===== src/rtl/pc_gen.sv =====
// Program counter generator: sequential, redirect and trap next-PC selection,
// with stall-deferred events held in a one-entry pending register.
module pc_gen #(
    parameter int              XLEN         = 32,
    parameter logic [XLEN-1:0] RESET_VECTOR = XLEN'(32'h80000000),
    parameter int              STEP         = 4,
    parameter int              ALIGN_BITS   = 2,
    parameter int              CNT_W        = 16
) (
    input  logic             clk,
    input  logic             rst,
    input  logic             stall,
    input  logic             redirect_valid,
    input  logic [XLEN-1:0]  redirect_target,
    input  logic             trap_valid,
    input  logic [XLEN-1:0]  trap_target,
    output logic [XLEN-1:0]  pc_out,
    output logic             pending,
    output logic             misalign_err,
    output logic [CNT_W-1:0] advance_count
);

    localparam logic [XLEN-1:0] ALIGN_MASK =
        ~((XLEN'(1) << ALIGN_BITS) - XLEN'(1));

    typedef enum logic {RUN, HOLD} state_t;

    state_t            state, state_n;
    logic              hold_trap, hold_trap_n;
    logic [XLEN-1:0]   hold_tgt, hold_tgt_n;
    logic [XLEN-1:0]   pc_n;
    logic              mis_n;

    logic              redir_ok;
    logic              take_new;
    logic [XLEN-1:0]   raw_tgt;

    // A redirect may not displace a trap that is already being held.
    assign redir_ok = redirect_valid && !(state == HOLD && hold_trap);
    assign take_new = trap_valid || redir_ok;
    assign raw_tgt  = trap_valid ? trap_target : redirect_target;
    assign pending  = (state == HOLD);

    always_ff @(posedge clk) begin
        if (rst) begin
            state         <= RUN;
            hold_trap     <= 1'b0;
            hold_tgt      <= '0;
            pc_out        <= RESET_VECTOR;
            misalign_err  <= 1'b0;
            advance_count <= '0;
        end else begin
            state        <= state_n;
            hold_trap    <= hold_trap_n;
            hold_tgt     <= hold_tgt_n;
            pc_out       <= pc_n;
            misalign_err <= mis_n;
            if (!stall) begin
                advance_count <= advance_count + CNT_W'(1);
            end
        end
    end

    always_comb begin
        state_n     = state;
        hold_trap_n = hold_trap;
        hold_tgt_n  = hold_tgt;
        if (stall) begin
            if (take_new) begin
                state_n     = HOLD;
                hold_trap_n = trap_valid;
                hold_tgt_n  = raw_tgt & ALIGN_MASK;
            end
        end else begin
            state_n     = RUN;
            hold_trap_n = 1'b0;
            hold_tgt_n  = '0;
        end
    end

    always_comb begin
        pc_n  = pc_out;
        mis_n = take_new && (|(raw_tgt & ~ALIGN_MASK));
        if (!stall) begin
            if (take_new) begin
                pc_n = raw_tgt & ALIGN_MASK;
            end else if (state == HOLD) begin
                pc_n = hold_tgt;
            end else begin
                pc_n = pc_out + XLEN'(STEP);
            end
        end
    end

endmodule


===== config.mk =====
export PLATFORM = sky130hd
export DESIGN_NAME = pc_gen
export DESIGN_NICKNAME = d
export VERILOG_FILES = /design/src/rtl/pc_gen.sv
export SDC_FILE = /design/constraint.sdc
export NUM_CORES = 1
export LEC_CHECK = 0
export CORE_UTILIZATION = 25
export DETAILED_ROUTE_END_ITERATION = 10
export DONT_BUFFER_PORTS = 1
export PLACE_DENSITY = 0.35
export SLEW_MARGIN = 30
export SYNTH_ARGS = -nofsm -noshare
export SYNTH_HDL_FRONTEND = slang
export SYNTH_SLANG_ARGS = --single-unit
export TNS_END_PERCENT = 50

===== constraint.sdc =====
create_clock -name clk -period 2.4 [get_ports clk]
set_clock_uncertainty 0.05 [all_clocks]
set_input_delay 0 -clock clk [delete_from_list [all_inputs] [get_ports clk]]
set_output_delay 0 -clock clk [all_outputs]
set_load 0.01 [all_outputs]

==> qor.csv, run 1 <==
metric,value,unit
outcome,completed,
placementRows,49,
vias,4934,
grt_pass1_wl,28.5,mm
synth-edff-count,0,
grt_setup_unrepaired,false,
startpoint_type,flip-flop,
hpwl,12.3,mm
grt_pass1_vias,5000,
setup_violations,0,
slew_viol_final,0,
overflow,0,
critical_path.max_fanout,21,
slowest_stage,dlygate4sd3_1,
ant_nets,0,
max_freq,459,MHz
cts_buffers,9,
drive_gt1_frac,0.0937,
max-cap-violations,0,
dr.pass1.iters,4,
ios,119,
clock-root-buffer,clkbuf_16,
insertedDiodeCount,0,
syn_inst,600,
nets,760,
post-route-period-util,0.908,
drc,0,
required,2.63,ns
die-height,138,um
drtIter0Drc,250,
area_growth,34.9,%
drt-total-wl,18.9,mm
final_common_cell,nand2_1,
worst_slew_pin_slew,0.652,ns
cts.sinks,79,
core_area,18000,sq um
critPathMaxStageDelay,0.56,ns
period_needed,2.18,ns
clkTransAtPathRegs,0.07,ns
synth-compound-area-share,0.260,
p_total,3.86,mW
crit_chain,"buf_6, a21bo_2, buf_6, nor2_1, a211oi_1, a211oi_1, dlygate4sd3_1, nor3_1",
gp_congestion,0.775,
synth_xor_area_frac,0.0591,
cts_max_level,3,
synth_area,4590,sq um
grt_max_degree,56,
layout_common_cells,"nand2_1, dlygate4sd3_1, dfxtp_1",
cts_tree,yes,
ys_ff_latch,79,
synthMuxAreaShare,0.0131,
hold_viol,0,
start_util,0.256,
cp-end-kind,flip-flop,
ys_types,63,
synth_fa_ha_area_frac,0.00545,
die_area,18900,sq um
io_buffers,0,
ys.warnings.count,0,
hp-class,input port to flip-flop,
synthArstFlopShare,0,
track_usage,0.204,
syn_area_per_cell,7.65,sq um
clock_latency,0.35,ns
cts_buffer_depth,2,
critPathArrivalTime,2.41,ns
synth_top_family_by_area,compound AO/OA/AOI/OAI gates,
ys_seq_area_frac,0.344,
crit_type,flip-flop to flip-flop,
worst_slew_margin_rel,0.564,
synth_simple_gate_area_frac,0.256,
post_drt_wl_per_cell,20.5,um
antenna_found_initial,0,
synth_ff_type,dfxtp_1,
powerDensity,623,nW/um^2
ir_drop,350,uV
dieWidth,138,um
leakagePower,2.31,nW
vias_per_cell,5.35,
fin_tns_setup,0,ns
==> power by group <==
part	switching [mW]	internal [mW]	total [mW]
Combinational	0.351	0.289	0.639
Sequential	0.0770	1.38	1.46
Clock	0.635	1.13	1.76
==> routing by layer <==
layer | share of wire | global-route usage
met5 | 0 | 0
met4 | 0.019 | 0.0757
met3 | 0.059 | 0.0478
met2 | 0.46 | 0.327
met1 | 0.46 | 0.264
==> cell families after synthesis <==
family,count (synthesis)
AOI/OAI and AO/OA,183
xor gates and xnor gates,31
adders and majority gates,2
buffers and inverters,54
DFF,79
muxes,6
other,1
and+or+nand+nor,244
==> what timing repair did <==
action,CTS,global route
hold buffers,86,0
setup buffers,0,2
gates resized for setup,0,2
endpoints found under the setup margin,0,9
endpoints found under the hold margin,79,0
==> area by class of cell <==
class | count | area [sq um]
Fill cell | 1941 | 11800
Multi-Input combinational cell | 468 | 2750
Inverter | 12 | 45.0
Timing Repair Buffer | 119 | 1160
Sequential cell | 79 | 1580
Tap cell | 229 | 287
Clock inverter | 7 | 145
Clock buffer | 9 | 225
==> per-stage QoR <==
step / cells / worst slack, ns / util / hold WS (ns) / area [sq um]
2_1_floorplan: 601 / 0.579 / - / 0.0817 / 4600
3_3_place_gp: 819 / 0.355 / 0.272 / 0.0293 / 4890
3_5_place_dp: 819 / 0.330 / 0.272 / 0.0282 / 4890
4_1_cts: 921 / 0.0340 / 0.344 / 0.000562 / 6170
5_1_grt: 923 / 0.0587 / 0.345 / 0.0105 / 6190
6_report: 923 / 0.220 / 0.345 / 0.0146 / 6190
==> registers in the layout, summed over array words and instances, names as in the netlist <==
name,cells
hold_trap,1
hold_tgt,30
misalign_err,1
pc_out,30
pending,1
advance_count,16
==> path summary, 6_finish.rpt <==
check | end | cells after the start | startpoint | slack, ns
worst min-delay path | hold_tgt[10] | 3 | redirect_target[10] | 0.01
worst min register to register | hold_tgt[18] | 2 | hold_tgt[18] | 0.40
worst max register to register | pc_out[3] | 8 | pending | 0.22
worst max-delay path | pc_out[3] | 8 | pending | 0.22
==> critical path, delay by kind of cell (launching register included) <==
family          cells  cell delay, ns
buf+inv             3            1.00
simple gates        2            0.21
flops               1            0.37
compound gates      3            0.48
==> cells in the mapped netlist, types with 2 or more instances <==
cell,instances,share of area
a211oi_1,19,0.031
a21boi_0,2,0.0033
a21oi_1,67,0.073
a221oi_1,11,0.021
a31oi_1,12,0.016
and3_1,9,0.012
and3b_1,2,0.0038
and4_1,3,0.0057
buf_1,5,0.0041
buf_2,11,0.012
buf_4,3,0.0049
buf_6,2,0.0049
clkbuf_1,17,0.014
clkbuf_8,3,0.0090
dfxtp_1,79,0.34
ha_1,2,0.0054
inv_1,12,0.0098
mux2i_1,6,0.013
nand2_1,87,0.071
nand2b_1,13,0.018
nand3_1,27,0.029
nand4_1,14,0.019
nor2_1,59,0.048
nor2b_1,2,0.0027
nor3_1,14,0.015
o211a_1,4,0.0087
o211ai_1,7,0.011
o21ai_0,23,0.025
o221a_2,3,0.0074
o221ai_1,8,0.015
o22ai_1,6,0.0082
o31ai_1,4,0.0065
o32ai_1,2,0.0038
o41ai_1,2,0.0038
or3_1,3,0.0041
xnor2_1,19,0.036
xor2_1,12,0.023
No activity file was read; power rests on OpenSTA's default activity.
==> run 2: changes to the inputs <==
==> constraint.sdc (replaced) <==
create_clock -name clk -period 2.25 [get_ports clk]
set_clock_uncertainty 0.05 [all_clocks]
set_input_delay 0 -clock clk [delete_from_list [all_inputs] [get_ports clk]]
set_output_delay 0 -clock clk [all_outputs]
set_load 0.01 [all_outputs]
==> run 2 against run 1 <==
  * The flow now finishes with violations (negative hold slack)
  * Die area unchanged
  * Sequential cell count unchanged
  * Sequential power up 6%
  * Register-to-register slack worse by 0.04 ns
  * Final area down 0.10%
==> qor.csv, run 2 (synthesized netlist as in run 1, its figures left out) <==
metric,value,unit,change
outcome,"complete, but fails checks",,was completed
violations,negative hold slack,,
gp_congestion,0.779,,was 0.775
grt_pass1_vias,4848,,was 5000
grt_setup_unrepaired,false,,unchanged
grt_pass1_wl,28.0,mm,was 28.5 mm
placementRows,49,,unchanged
slowest_stage,nor4_2,,was dlygate4sd3_1
hp-class,input port to flip-flop,,unchanged
clock_latency,0.36,ns,was 0.35 ns
fin_cells,929,,was 923
cts_tree,yes,,unchanged
required,2.45,ns,was 2.63 ns
area_growth,34.7,%,was 34.9%
reg2reg_to,pc_out[31],,was pc_out[3]
p_int,2.67,mW,was 2.79 mW
vias,4889,,was 4934
clock-root-buffer,clkbuf_16,,unchanged
worst_slew_margin_rel,0.618,,was 0.564
worst_slack,0.178,ns,was 0.220 ns
reg2reg_slack,0.18,ns,was 0.22 ns
reg_top3,"hold_tgt (30), pc_out (30), advance_count (16)",,unchanged
r2r_cells,5,,was 8
max_freq,483,MHz,was 459 MHz
cts_buffer_depth,2,,unchanged
multi_input_area,2750,sq um,about the same
core_area,18000,sq um,unchanged
antenna_found_initial,0,,unchanged
crit_type,flip-flop to flip-flop,,unchanged
leakagePower,2.31,nW,about the same
setup_violations,0,,unchanged
start_util,0.256,,unchanged
track_usage,0.199,,was 0.204
cp-end-kind,flip-flop,,unchanged
worst_slew_pin_slew,0.569,ns,was 0.652 ns
critical_path.max_fanout,5,,was 21
io_buffers,0,,unchanged
post_dp_cell_area,4940,sq um,was 4890 sq um
power_frac_comb,0.179,,was 0.166
cts.sinks,79,,unchanged
drc,0,,unchanged
hpwl,11.9,mm,was 12.3 mm
startpoint_type,flip-flop,,unchanged
ios,119,,unchanged
vias_per_cell,5.26,,was 5.35
ant_nets,0,,unchanged
hold_viol,5,,was 0
grt_max_degree,62,,was 56
p_clk_frac,0.418,,was 0.457
clkTransAtPathRegs,0.07,ns,about the same
pre_cts_slack,0.206,ns,was 0.330 ns
crit_chain,"nand4_1, nor4_2, nand4_1, xnor2_1, o221a_2",,"was buf_6, a21bo_2, buf_6, nor2_1, a211oi_1, a211oi_1, dlygate4sd3_1, nor3_1"
layout_common_cells,"nand2_1, dlygate4sd3_1, dfxtp_1",,unchanged
drive_gt1_frac,0.104,,was 0.0937
final_common_cell,nand2_1,,unchanged
dpl.cell_count,825,,was 819
drtIter0Drc,282,,was 250
switchingPower,1.17,mW,was 1.06 mW
slew_viol_final,0,,unchanged
post_drt_wl_per_cell,19.7,um,was 20.5 um
hold_ws,-0.0238,ns,was 0.0146 ns
holdPathStages,2,,was 3
r2r_start,pc_out[18],,was pending
p_total,3.84,mW,was 3.86 mW
post-route-period-util,0.921,,was 0.908
critPathMaxStageDelay,0.62,ns,was 0.56 ns
nFillCells,1915,,was 1941
dr.pass1.iters,4,,unchanged
max-cap-violations,0,,unchanged
fin_tns_setup,0,ns,unchanged
critPathArrivalTime,2.27,ns,was 2.41 ns
cts_buffers,9,,unchanged
seqPwrFrac,0.403,,was 0.377
insertedDiodeCount,0,,unchanged
nets,766,,was 760
cp_common_cell,nand4_1,,
min_from,stall,,was redirect_target[10]
hold_path_end,hold_tgt[22],,was hold_tgt[10]
period_needed,2.07,ns,was 2.18 ns
die-height,138,um,unchanged
seqCellArea,1580,sq um,unchanged
powerDensity,620,nW/um^2,was 623 nW/um^2
die_area,18900,sq um,unchanged
fin_area,6190,sq um,about the same
switching_share,0.304,,was 0.275
ir_drop,347,uV,was 350 uV
cts_max_level,3,,unchanged
dieWidth,138,um,unchanged
drt-total-wl,18.3,mm,was 18.9 mm
overflow,0,,unchanged
-- run 2: cell types whose count changed in the layout (fill, tap and decap cells not counted) --
cell / previous run / this run
nand2_2: 0 / 1
nor2_1: 59 / 58
inv_8: 0 / 1
nand2_1: 87 / 86
bufinv_16: 4 / 1
buf_4: 31 / 38
buf_6: 2 / 0
nor2_2: 0 / 1
buf_12: 1 / 2
clkinv_4: 2 / 0
inv_6: 0 / 4
-- run 2: layer usage --
layer	GRT usage	vias up	wire length (um)
met5	0	-	0
met4	0.0653	0	229
met3	0.0438	15	1240
met1	0.263	2354	8480
li1	-	2384	-
met2	0.318	136	8310
-- run 2: timing repair --
item,4_1_cts,5_1_grt
hold endpoints to repair,79,0
endpoints found under the setup margin,0,9
hold buffers,86,0
buffers inserted,0,2
resized for setup,0,2
-- run 2: final cells by class --
| type | instances | area share |
|---|---|---|
| tap | 229 | 0.0463 |
| sequential | 79 | 0.256 |
| inverter | 12 | 0.00728 |
| multi-input combinational | 468 | 0.445 |
| timing repair buffer | 125 | 0.196 |
| clock inverter | 7 | 0.0135 |
| clock buffer | 9 | 0.0364 |
-- run 2: power by group through the flow --
stage | Sequential, mW | Clock (mW) | Combinational (mW)
finish | 1.55 | 1.60 | 0.689
detailed placement | 1.58 | 0 | 0.484
CTS | 1.55 | 1.65 | 0.684
floorplan | 1.58 | 0 | 0.351
global placement | 1.58 | 0 | 0.484
global route | 1.56 | 1.70 | 0.759
-- run 2: worst max-delay path by stage --
stage / from / endpoint / slack (ns) / depth (start not counted)
6_report: pc_out[18] / pc_out[31] / 0.18 / 5
5_1_grt: pending / pc_out[29] / 0.04 / 5
4_1_cts: rst / hold_tgt[6] / 0.02 / 7
3_5_place_dp: pc_out[18] / pc_out[31] / 0.21 / 5
3_3_place_gp: pc_out[18] / pc_out[31] / 0.18 / 5
2_1_floorplan: pc_out[2] / pc_out[20] / 0.43 / 6
-- run 2: critical path: cells and delay by family (launching register included) --
kind                      cells  cell delay [ns]
AOI/OAI and AO/OA             1             0.22
xor gates and xnor gates      1             0.16
DFF                           1             0.45
and+or+nand+nor               3             1.08
-- run 2: per-stage QoR --
stage | hold slack (ns) | utilization
after floorplan | 0.0817 | -
after global placement | 0.0315 | 0.275
after detailed placement | 0.0347 | 0.275
after CTS | 0.00264 | 0.343
after global routing | 0.0177 | 0.344
final | -0.0238 | 0.344
==> run 3: changes to the inputs <==
==> constraint.sdc (replaced) <==
create_clock -name clk -period 2.6 [get_ports clk]
set_clock_uncertainty 0.05 [all_clocks]
set_input_delay 0 -clock clk [delete_from_list [all_inputs] [get_ports clk]]
set_output_delay 0 -clock clk [all_outputs]
set_load 0.01 [all_outputs]
==> run 3 against run 2 <==
  * Clock-buffer cell count stayed put
  * Final area is 2.3% lower
  * Sequential power down 12%
  * The run now ends clean
  * Final cell count shrank 1.6%
  * Critical path depth is 1 higher
  * Largest power group is now sequential cells
  * Utilization fell by 0.79 points
  * Total power shrank 18%
  * Via count shrank 0.76%
  * Global-route usage is 0.62 points higher
==> qor.csv, run 3 (synthesized netlist as in run 1, its figures left out) <==
metric,value,unit,change
hold_viol,0,,was 5
hold_ws,0.0101,ns,was -0.0238 ns
crit_chain,"a21boi_4, buf_12, nand3_1, and3_1, dlygate4sd3_1, a221oi_1",,"was nand4_1, nor4_2, nand4_1, xnor2_1, o221a_2"
core_area,18000,sq um,unchanged
ant_nets,0,,unchanged
die_area,18900,sq um,unchanged
antenna_found_initial,0,,unchanged
required,2.80,ns,was 2.45 ns
gp_congestion,0.761,,was 0.779
cts_max_level,3,,unchanged
worst_slew_margin_rel,0.585,,was 0.618
cts_buffers,9,,unchanged
drt-total-wl,18.9,mm,was 18.3 mm
reg_top3,"hold_tgt (30), pc_out (30), advance_count (16)",,unchanged
drtIter0Drc,246,,was 282
critPathMaxStageDelay,0.55,ns,was 0.62 ns
max-cap-violations,0,,unchanged
insertedDiodeCount,0,,unchanged
drive_gt1_frac,0.0759,,was 0.104
clock-root-buffer,clkbuf_16,,unchanged
track_usage,0.205,,was 0.199
die-height,138,um,unchanged
ir_drop,300,uV,was 347 uV
dieWidth,138,um,unchanged
max_freq,414,MHz,was 483 MHz
leakagePower,2.22,nW,was 2.31 nW
overflow,0,,unchanged
cp-end-kind,flip-flop,,unchanged
post_dp_cell_area,4820,sq um,was 4940 sq um
final_util,0.336,,was 0.344
setup_violations,0,,unchanged
outcome,completed,,"was complete, but fails checks"
crit_buf_inv,2,,was 0
clkTransAtPathRegs,0.07,ns,about the same
cts.sinks,79,,unchanged
hpwl,12.2,mm,was 11.9 mm
grt_setup_unrepaired,false,,unchanged
post-route-period-util,0.929,,was 0.921
start_util,0.256,,unchanged
vias_per_cell,5.31,,was 5.26
hp-class,input port to flip-flop,,unchanged
fin_tns_setup,0,ns,unchanged
critical_path.max_fanout,24,,was 5
layout_common_cells,"nand2_1, dlygate4sd3_1, dfxtp_1",,unchanged
critPathArrivalTime,2.62,ns,was 2.27 ns
slew_viol_final,0,,unchanged
nets,751,,was 766
post_drt_wl_per_cell,20.6,um,was 19.7 um
ios,119,,unchanged
vias,4852,,was 4889
crit_type,flip-flop to flip-flop,,unchanged
period_needed,2.42,ns,was 2.07 ns
dr.pass1.iters,4,,unchanged
area_growth,31.6,%,was 34.7%
grt_max_degree,58,,was 62
grt_pass1_vias,4895,,was 4848
grt_pass1_wl,28.6,mm,was 28.0 mm
worst_slew_pin_slew,0.617,ns,was 0.569 ns
cts_tree,yes,,unchanged
path_delay_family,buffers and inverters,,was simple AND/OR/NAND/NOR gates
ctsResizeCount,0,,unchanged
drc,0,,unchanged
clock_latency,0.35,ns,was 0.36 ns
fin_area,6040,sq um,was 6190 sq um
cts_buffer_depth,2,,unchanged
startpoint_type,flip-flop,,unchanged
io_buffers,0,,unchanged
slowest_stage,a21boi_4,,was nor4_2
placementRows,49,,unchanged
powerDensity,520,nW/um^2,was 620 nW/um^2
## run 3: cell count changes in the layout (fill, tap and decap cells not counted), sizes merged
cell         before  now
dlygate4sd3      83   87
buf              42   23
bufinv            1    0
inv              17   13
clkinv            0    5
## run 3: cell type report
class	count	area, sq um
fillers	1972	11900
multi-input cells	468	2750
flip-flops and latches	79	1580
repair buffers	110	1110
well taps	229	287
clock buffers	9	225
clock inverters	7	48.8
inverters	12	45.0
## run 3: worst paths after layout
path	from	depth (start not counted)	end	slack (ns)
min reg2reg	hold_tgt[18]	2	hold_tgt[18]	0.40
min	trap_valid	3	pc_out[17]	0.01
max reg2reg	pending	6	pc_out[9]	0.18
max	pending	6	pc_out[9]	0.18
## run 3: stage by stage
step / std cells / power, mW / setup slack (ns)
floorplan: 601 / 1.67 / 0.779
global placement: 808 / 1.77 / 0.470
detailed placement: 808 / 1.77 / 0.443
CTS: 914 / 3.19 / 0.188
global route: 914 / 3.30 / 0.00156
finish: 914 / 3.14 / 0.185
## run 3: worst register-to-register path, delay by kind of cell (launching register included)
kind / cells / cell delay [ns]
buf+inv: 2 / 0.81
compound gates: 2 / 0.79
flops: 1 / 0.40
simple gates: 2 / 0.28
## run 3: where the power goes
group | internal [mW] | switching, mW
combinational | 0.255 | 0.298
clock | 0.650 | 0.578
sequential | 1.27 | 0.0893
## run 3: metal layers
| layer | vias to the layer above | global-route usage | wire length [um] |
|---|---|---|---|
| met1 | 2343 | 0.258 | 8330 |
| met4 | 0 | 0.0641 | 352 |
| met3 | 20 | 0.0585 | 1380 |
| li1 | 2346 | - | - |
| met2 | 143 | 0.336 | 8800 |
| met5 | - | 0 | 0 |
## run 3: timing repair
action / CTS / global route
setup buffers: 0 / 0
hold endpoints to repair: 79 / 0
hold buffers: 90 / 0
